### config.mk
export PLATFORM = sky130hd
export DESIGN_NAME = or_gate
export DESIGN_NICKNAME = d
export VERILOG_FILES = /design/src/rtl/or_gate_pkg.sv /design/src/rtl/or_gate_sat_cnt.sv /design/src/rtl/or_gate.sv
export SDC_FILE = /design/constraint.sdc
export NUM_CORES = 1
export LEC_CHECK = 0
export BUFFER_PORTS_ARGS = -buffer_cell sky130_fd_sc_hd__buf_2
export CORE_AREA = 2 2 39 41
export DETAILED_ROUTE_END_ITERATION = 6
export DIE_AREA = 0 0 41 43
export PLACE_DENSITY_LB_ADDON = 0.3
export RECOVER_POWER = 100
export SLEW_MARGIN = 20
export SYNTH_ARGS = -nofsm -noshare
export SYNTH_HDL_FRONTEND = slang
export SYNTH_SLANG_ARGS = --single-unit
### constraint.sdc
create_clock -name CLK -period 2.8 [get_ports CLK]
set_input_delay 0.14 -clock CLK [delete_from_list [all_inputs] [get_ports CLK]]
set_output_delay 0.14 -clock CLK [all_outputs]
set_load 0.05 [all_outputs]
### src/rtl/or_gate_pkg.sv
// -----------------------------------------------------------------------------
// or_gate_pkg
// Shared constants and helpers for the or_gate primitive.
//   OR_GATE_WIDTH_DEF : default operand width
//   OR_GATE_CNT_W_DEF : default hit-counter width
//   sat_inc()         : increment that sticks at a supplied maximum
// -----------------------------------------------------------------------------
package or_gate_pkg;

   localparam int OR_GATE_WIDTH_DEF = 1;
   localparam int OR_GATE_CNT_W_DEF = 8;

   // Counter widths up to 31 bits are carried in a 32-bit container.
   function automatic logic [31:0] sat_inc(input logic [31:0] val,
                                           input logic [31:0] max_val);
      return (val >= max_val) ? val : val + 32'd1;
   endfunction

endpackage

### src/rtl/or_gate_sat_cnt.sv
// -----------------------------------------------------------------------------
// or_gate_sat_cnt
// Saturating up-counter with synchronous clear. Clear wins over increment.
// Ports:
//   clk_i    : clock, rising edge
//   rst_n_i  : asynchronous active-low reset
//   clear_i  : synchronous clear to zero
//   inc_i    : increment by one (holds at all-ones)
//   cnt_o    : current count
// -----------------------------------------------------------------------------
module or_gate_sat_cnt
   import or_gate_pkg::*;
#(
   parameter int CNT_W = OR_GATE_CNT_W_DEF
) (
   input  logic             clk_i,
   input  logic             rst_n_i,
   input  logic             clear_i,
   input  logic             inc_i,
   output logic [CNT_W-1:0] cnt_o
);

   localparam logic [31:0] CNT_MAX = 32'((64'd1 << CNT_W) - 64'd1);

   logic [CNT_W-1:0] cnt_q;
   logic [CNT_W-1:0] cnt_d;

   always_comb begin
      cnt_d = cnt_q;
      if (clear_i) begin
         cnt_d = '0;
      end else if (inc_i) begin
         cnt_d = CNT_W'(sat_inc(32'(cnt_q), CNT_MAX));
      end
   end

   always_ff @(posedge clk_i or negedge rst_n_i) begin
      if (!rst_n_i) begin
         cnt_q <= '0;
      end else begin
         cnt_q <= cnt_d;
      end
   end

   assign cnt_o = cnt_q;

endmodule

### src/rtl/or_gate.sv
// -----------------------------------------------------------------------------
// or_gate
// Bitwise two-input OR with a combinational output, a valid-qualified
// registered output, and a saturating count of nonzero accepted samples.
// Optional feature macro: OR_GATE_STICKY_EN adds the Y_STICKY accumulator.
// Ports:
//   CLK       : clock, rising edge
//   RST_N     : asynchronous active-low reset
//   A, B      : operands
//   IN_VALID  : qualifies A/B for the registered stage
//   CLEAR     : synchronous clear of HIT_CNT (and Y_STICKY)
//   Y         : A | B, combinational
//   Y_REG     : A | B captured on valid cycles
//   OUT_VALID : IN_VALID delayed one cycle
//   Y_ANY     : reduction OR of Y_REG
//   HIT_CNT   : saturating count of accepted nonzero samples
//   Y_STICKY  : OR-accumulation of accepted samples (OR_GATE_STICKY_EN only)
// -----------------------------------------------------------------------------
module or_gate
   import or_gate_pkg::*;
#(
   parameter int WIDTH = OR_GATE_WIDTH_DEF,
   parameter int CNT_W = OR_GATE_CNT_W_DEF
) (
   input  logic             CLK,
   input  logic             RST_N,
   input  logic [WIDTH-1:0] A,
   input  logic [WIDTH-1:0] B,
   input  logic             IN_VALID,
   input  logic             CLEAR,
   output logic [WIDTH-1:0] Y,
   output logic [WIDTH-1:0] Y_REG,
   output logic             OUT_VALID,
   output logic             Y_ANY,
   output logic [CNT_W-1:0] HIT_CNT
`ifdef OR_GATE_STICKY_EN
   ,
   output logic [WIDTH-1:0] Y_STICKY
`endif
);

   logic [WIDTH-1:0] y_reg_q;
   logic [WIDTH-1:0] y_reg_d;
   logic             out_valid_q;
   logic             hit;

   assign Y = A | B;

   // Operands are only looked at behind IN_VALID so X on idle cycles
   // cannot leak into state.
   always_comb begin
      y_reg_d = y_reg_q;
      if (IN_VALID) begin
         y_reg_d = A | B;
      end
   end

   assign hit = IN_VALID && (|(A | B));

   always_ff @(posedge CLK or negedge RST_N) begin
      if (!RST_N) begin
         y_reg_q     <= '0;
         out_valid_q <= 1'b0;
      end else begin
         y_reg_q     <= y_reg_d;
         out_valid_q <= IN_VALID;
      end
   end

   assign Y_REG     = y_reg_q;
   assign OUT_VALID = out_valid_q;
   assign Y_ANY     = |y_reg_q;

   or_gate_sat_cnt #(
      .CNT_W(CNT_W)
   ) u_hit_cnt (
      .clk_i   (CLK),
      .rst_n_i (RST_N),
      .clear_i (CLEAR),
      .inc_i   (hit),
      .cnt_o   (HIT_CNT)
   );

`ifdef OR_GATE_STICKY_EN
   logic [WIDTH-1:0] sticky_q;
   logic [WIDTH-1:0] sticky_d;

   always_comb begin
      sticky_d = sticky_q;
      if (CLEAR) begin
         sticky_d = '0;
      end else if (IN_VALID) begin
         sticky_d = sticky_q | A | B;
      end
   end

   always_ff @(posedge CLK or negedge RST_N) begin
      if (!RST_N) begin
         sticky_q <= '0;
      end else begin
         sticky_q <= sticky_d;
      end
   end

   assign Y_STICKY = sticky_q;
`endif

endmodule

==> summary.txt <==
Crit Path Category: flop to flop
Critical Path RT: 2960 ps
Hold path depth: 1
Skew final: 3.98 ps
Period utilisation layout: 56.0%
Non-Filler Instances: 89
DRC: 0
DR vias/cell: 5.43
Comb pwr share: 16.9%
Sw frac: 31.0%
CP Max Fanout: 6
RR Endpoint: u_hit_cnt.cnt_o[1]
Die H: 43 um
CTS tree: built
Core area: 1380 um^2
Yosys cell types: 26
DR pass1 iterations: 4
TNS Setup: 0 ps
Io pins: 18
Worst-margin pin slew: 600 ps
Fill count: 153
R2r setup slk: 1230 ps
Hold Buf Count CTS: 1
Layout area overhead: 14.6%
Leak: 0.270 nW
#FFs+latches synth: 10
Initial core utilization: 39.0%
Ys Warns: 0
Worst EP arrival: 1730 ps
CTS Buffer Depth: 2
Wire length per cell: 12.3 um
Clk network pwr share: 32.6%
WHS Endpoint: OUT_VALID
CTS sink cnt: 10
Diodes inserted: 0
VDD IR-drop max: 0.214 mV
Resized cells post-CTS: 0
Worst hold slack: 28.9 ps
Pwr dens: 493 nW/um^2
Worst setup SP type: flop
RePlAce Congestion: 0.747
F_max: 637 MHz
HPWL Detailed: 826 um
Routed WL: 1100 um
Netlist Area Pre-Place: 539 um^2
Fin nets: 82
GRT Residual Overflow: 0
Switching power: 0.0944 mW
Syn nets: 62
RR Startpoint: u_hit_cnt.cnt_o[0]
RSZ-0062 raised after global routing: false
Most used DFF post-synth: dfrtp_1
Root cell of the clock tree: clkbuf_4
Hold Vio Cnt, Final: 0
Syn avg cell area: 9.80 um^2
Initial antenna violation count: 0
Commonest non-fill, non-tap cells in the layout: clkbuf_1 (14), dfrtp_1 (10), nor2_1 (7), o21ai_0 (5), a21oi_1 (4)
Clk Latency, worst-skew pair: 270 ps
Flop pwr share: 50.5%
Slew headroom: 60.2%
Minimum clock period after layout: 1570 ps
Pins Over Slew Limit: 0
Cells after DPL: 85
Ys async rst share: 100%
Die W: 41 um
Post-CTS setup buffers: 0
Pin count of the biggest net entering global routing: 11
Vias in the first global route: 447
Detailed Route Iter0 Violations: 9
Antenna-violating nets left: 0
Worst hold path type: input pin to flop
CTS buffer count: 3
PortBufs: 17
Cell-internal power: 0.210 mW
Clock-pin slew on the worst setup and hold paths: 60 ps
Max_cap viols: 0
Die ar.: 1760 um^2
Final core occ: 44.7%
Layout cell share with drive strength beyond 1: 11.0%
Final setup vio count: 0
Via count: 483
Hold_sp: IN_VALID
Status: finished clean
Most common cell after layout, fill and taps aside: clkbuf_1
H-Tree Depth: 1
Sequential element share of the synthesized area: 46.4%
Worst r2r path cells: 5
EDFF count, synth: 0
# rows: 14
First-pass GRT wire length: 1750 um
Worst setup EP type: flop
Syn Inst Count: 55
All-Layer GR Usage: 14.6%
## metal layers
layer / GRT usage, % / wire length [um] / vias to the layer above
met5: 0 / 0 / -
met4: 10.0 / 29 / 0
met3: 1.57 / 85 / 3
met2: 21.6 / 473 / 19
met1: 18.9 / 511 / 223
li1: - / - / 238
## state kept, by name, summed over array words and instances (netlist names)
signal,flops
OUT_VALID,1
Y_ANY,1
u_hit_cnt.cnt_o,8
## stage by stage
stage / setup WS [ps] / cell area (um^2) / power (mW)
after floorplan: 1090 / 539 / 0.196
after global placement: 1360 / 622 / 0.210
after detailed placement: 1270 / 622 / 0.210
after CTS: 1250 / 654 / 0.310
after global routing: 1040 / 618 / 0.322
final: 1230 / 618 / 0.305
## power by group through the flow
stage / logic [mW] / clock network, mW / registers (mW)
3_3_place_gp: 0.0542 / 0 / 0.156
5_1_grt: 0.0559 / 0.111 / 0.155
4_1_cts: 0.0550 / 0.102 / 0.154
3_5_place_dp: 0.0538 / 0 / 0.156
6_report: 0.0515 / 0.0993 / 0.154
2_1_floorplan: 0.0228 / 0 / 0.173
## cell type report
cell class	instances	area (um^2)	share of cell area, %
clock buffers	3	22.5	3.64
inverters	2	7.51	1.21
multi-input cells	40	240	38.9
flip-flops and latches	10	250	40.5
well taps	16	20.0	3.24
repair buffers	18	77.6	12.6
## worst max path at each step
stage | from | endpoint | slack [ps] | cells past startpoint
floorplan | u_hit_cnt.cnt_o[0] | u_hit_cnt.cnt_o[5] | 1090 | 5
global placement | u_hit_cnt.cnt_o[0] | u_hit_cnt.cnt_o[3] | 1360 | 5
detailed placement | u_hit_cnt.cnt_o[0] | u_hit_cnt.cnt_o[3] | 1270 | 5
CTS | u_hit_cnt.cnt_o[0] | u_hit_cnt.cnt_o[3] | 1250 | 5
global route | u_hit_cnt.cnt_o[0] | u_hit_cnt.cnt_o[1] | 1040 | 5
finish | u_hit_cnt.cnt_o[0] | u_hit_cnt.cnt_o[1] | 1230 | 5
## kinds of logic (layout without fill, tap and decap cells)
| logic type | Yosys count | in the layout | share of synthesized area, % |
|---|---|---|---|
| AND/OR/NAND/NOR | 21 | 21 | 21.8 |
| AO/OA/AOI/OAI | 14 | 14 | 16.7 |
| flip-flops | 10 | 10 | 46.4 |
| buffers and inverters | 5 | 23 | 5.57 |
| multiplexers | 3 | 3 | 5.57 |
| adder cells (fa/ha/maj) | 1 | 1 | 2.32 |
| XOR/XNOR | 1 | 1 | 1.62 |
## cells in the mapped netlist, drive strengths merged, types with 2 or more instances
| library cell | count | area share (%) |
|---|---|---|
| dfrtp | 10 | 46 |
| nor2 | 7 | 4.9 |
| o21ai | 5 | 5.3 |
| a21oi | 4 | 3.7 |
| buf | 3 | 4.2 |
| mux2i | 3 | 5.6 |
| nand2 | 3 | 2.1 |
| nand4 | 3 | 6.3 |
| and3 | 2 | 2.6 |
| inv | 2 | 1.4 |
| nand3 | 2 | 1.9 |
| nor3 | 2 | 1.9 |
## critical path, cell delays in order (launching register included)
cell and delay, ps:
dfrtp_1 410, ha_1 280, nand3_1 140, o21ai_0 340, mux2i_1 230, nor2_1 50
No activity file was read; power rests on OpenSTA's default activity.
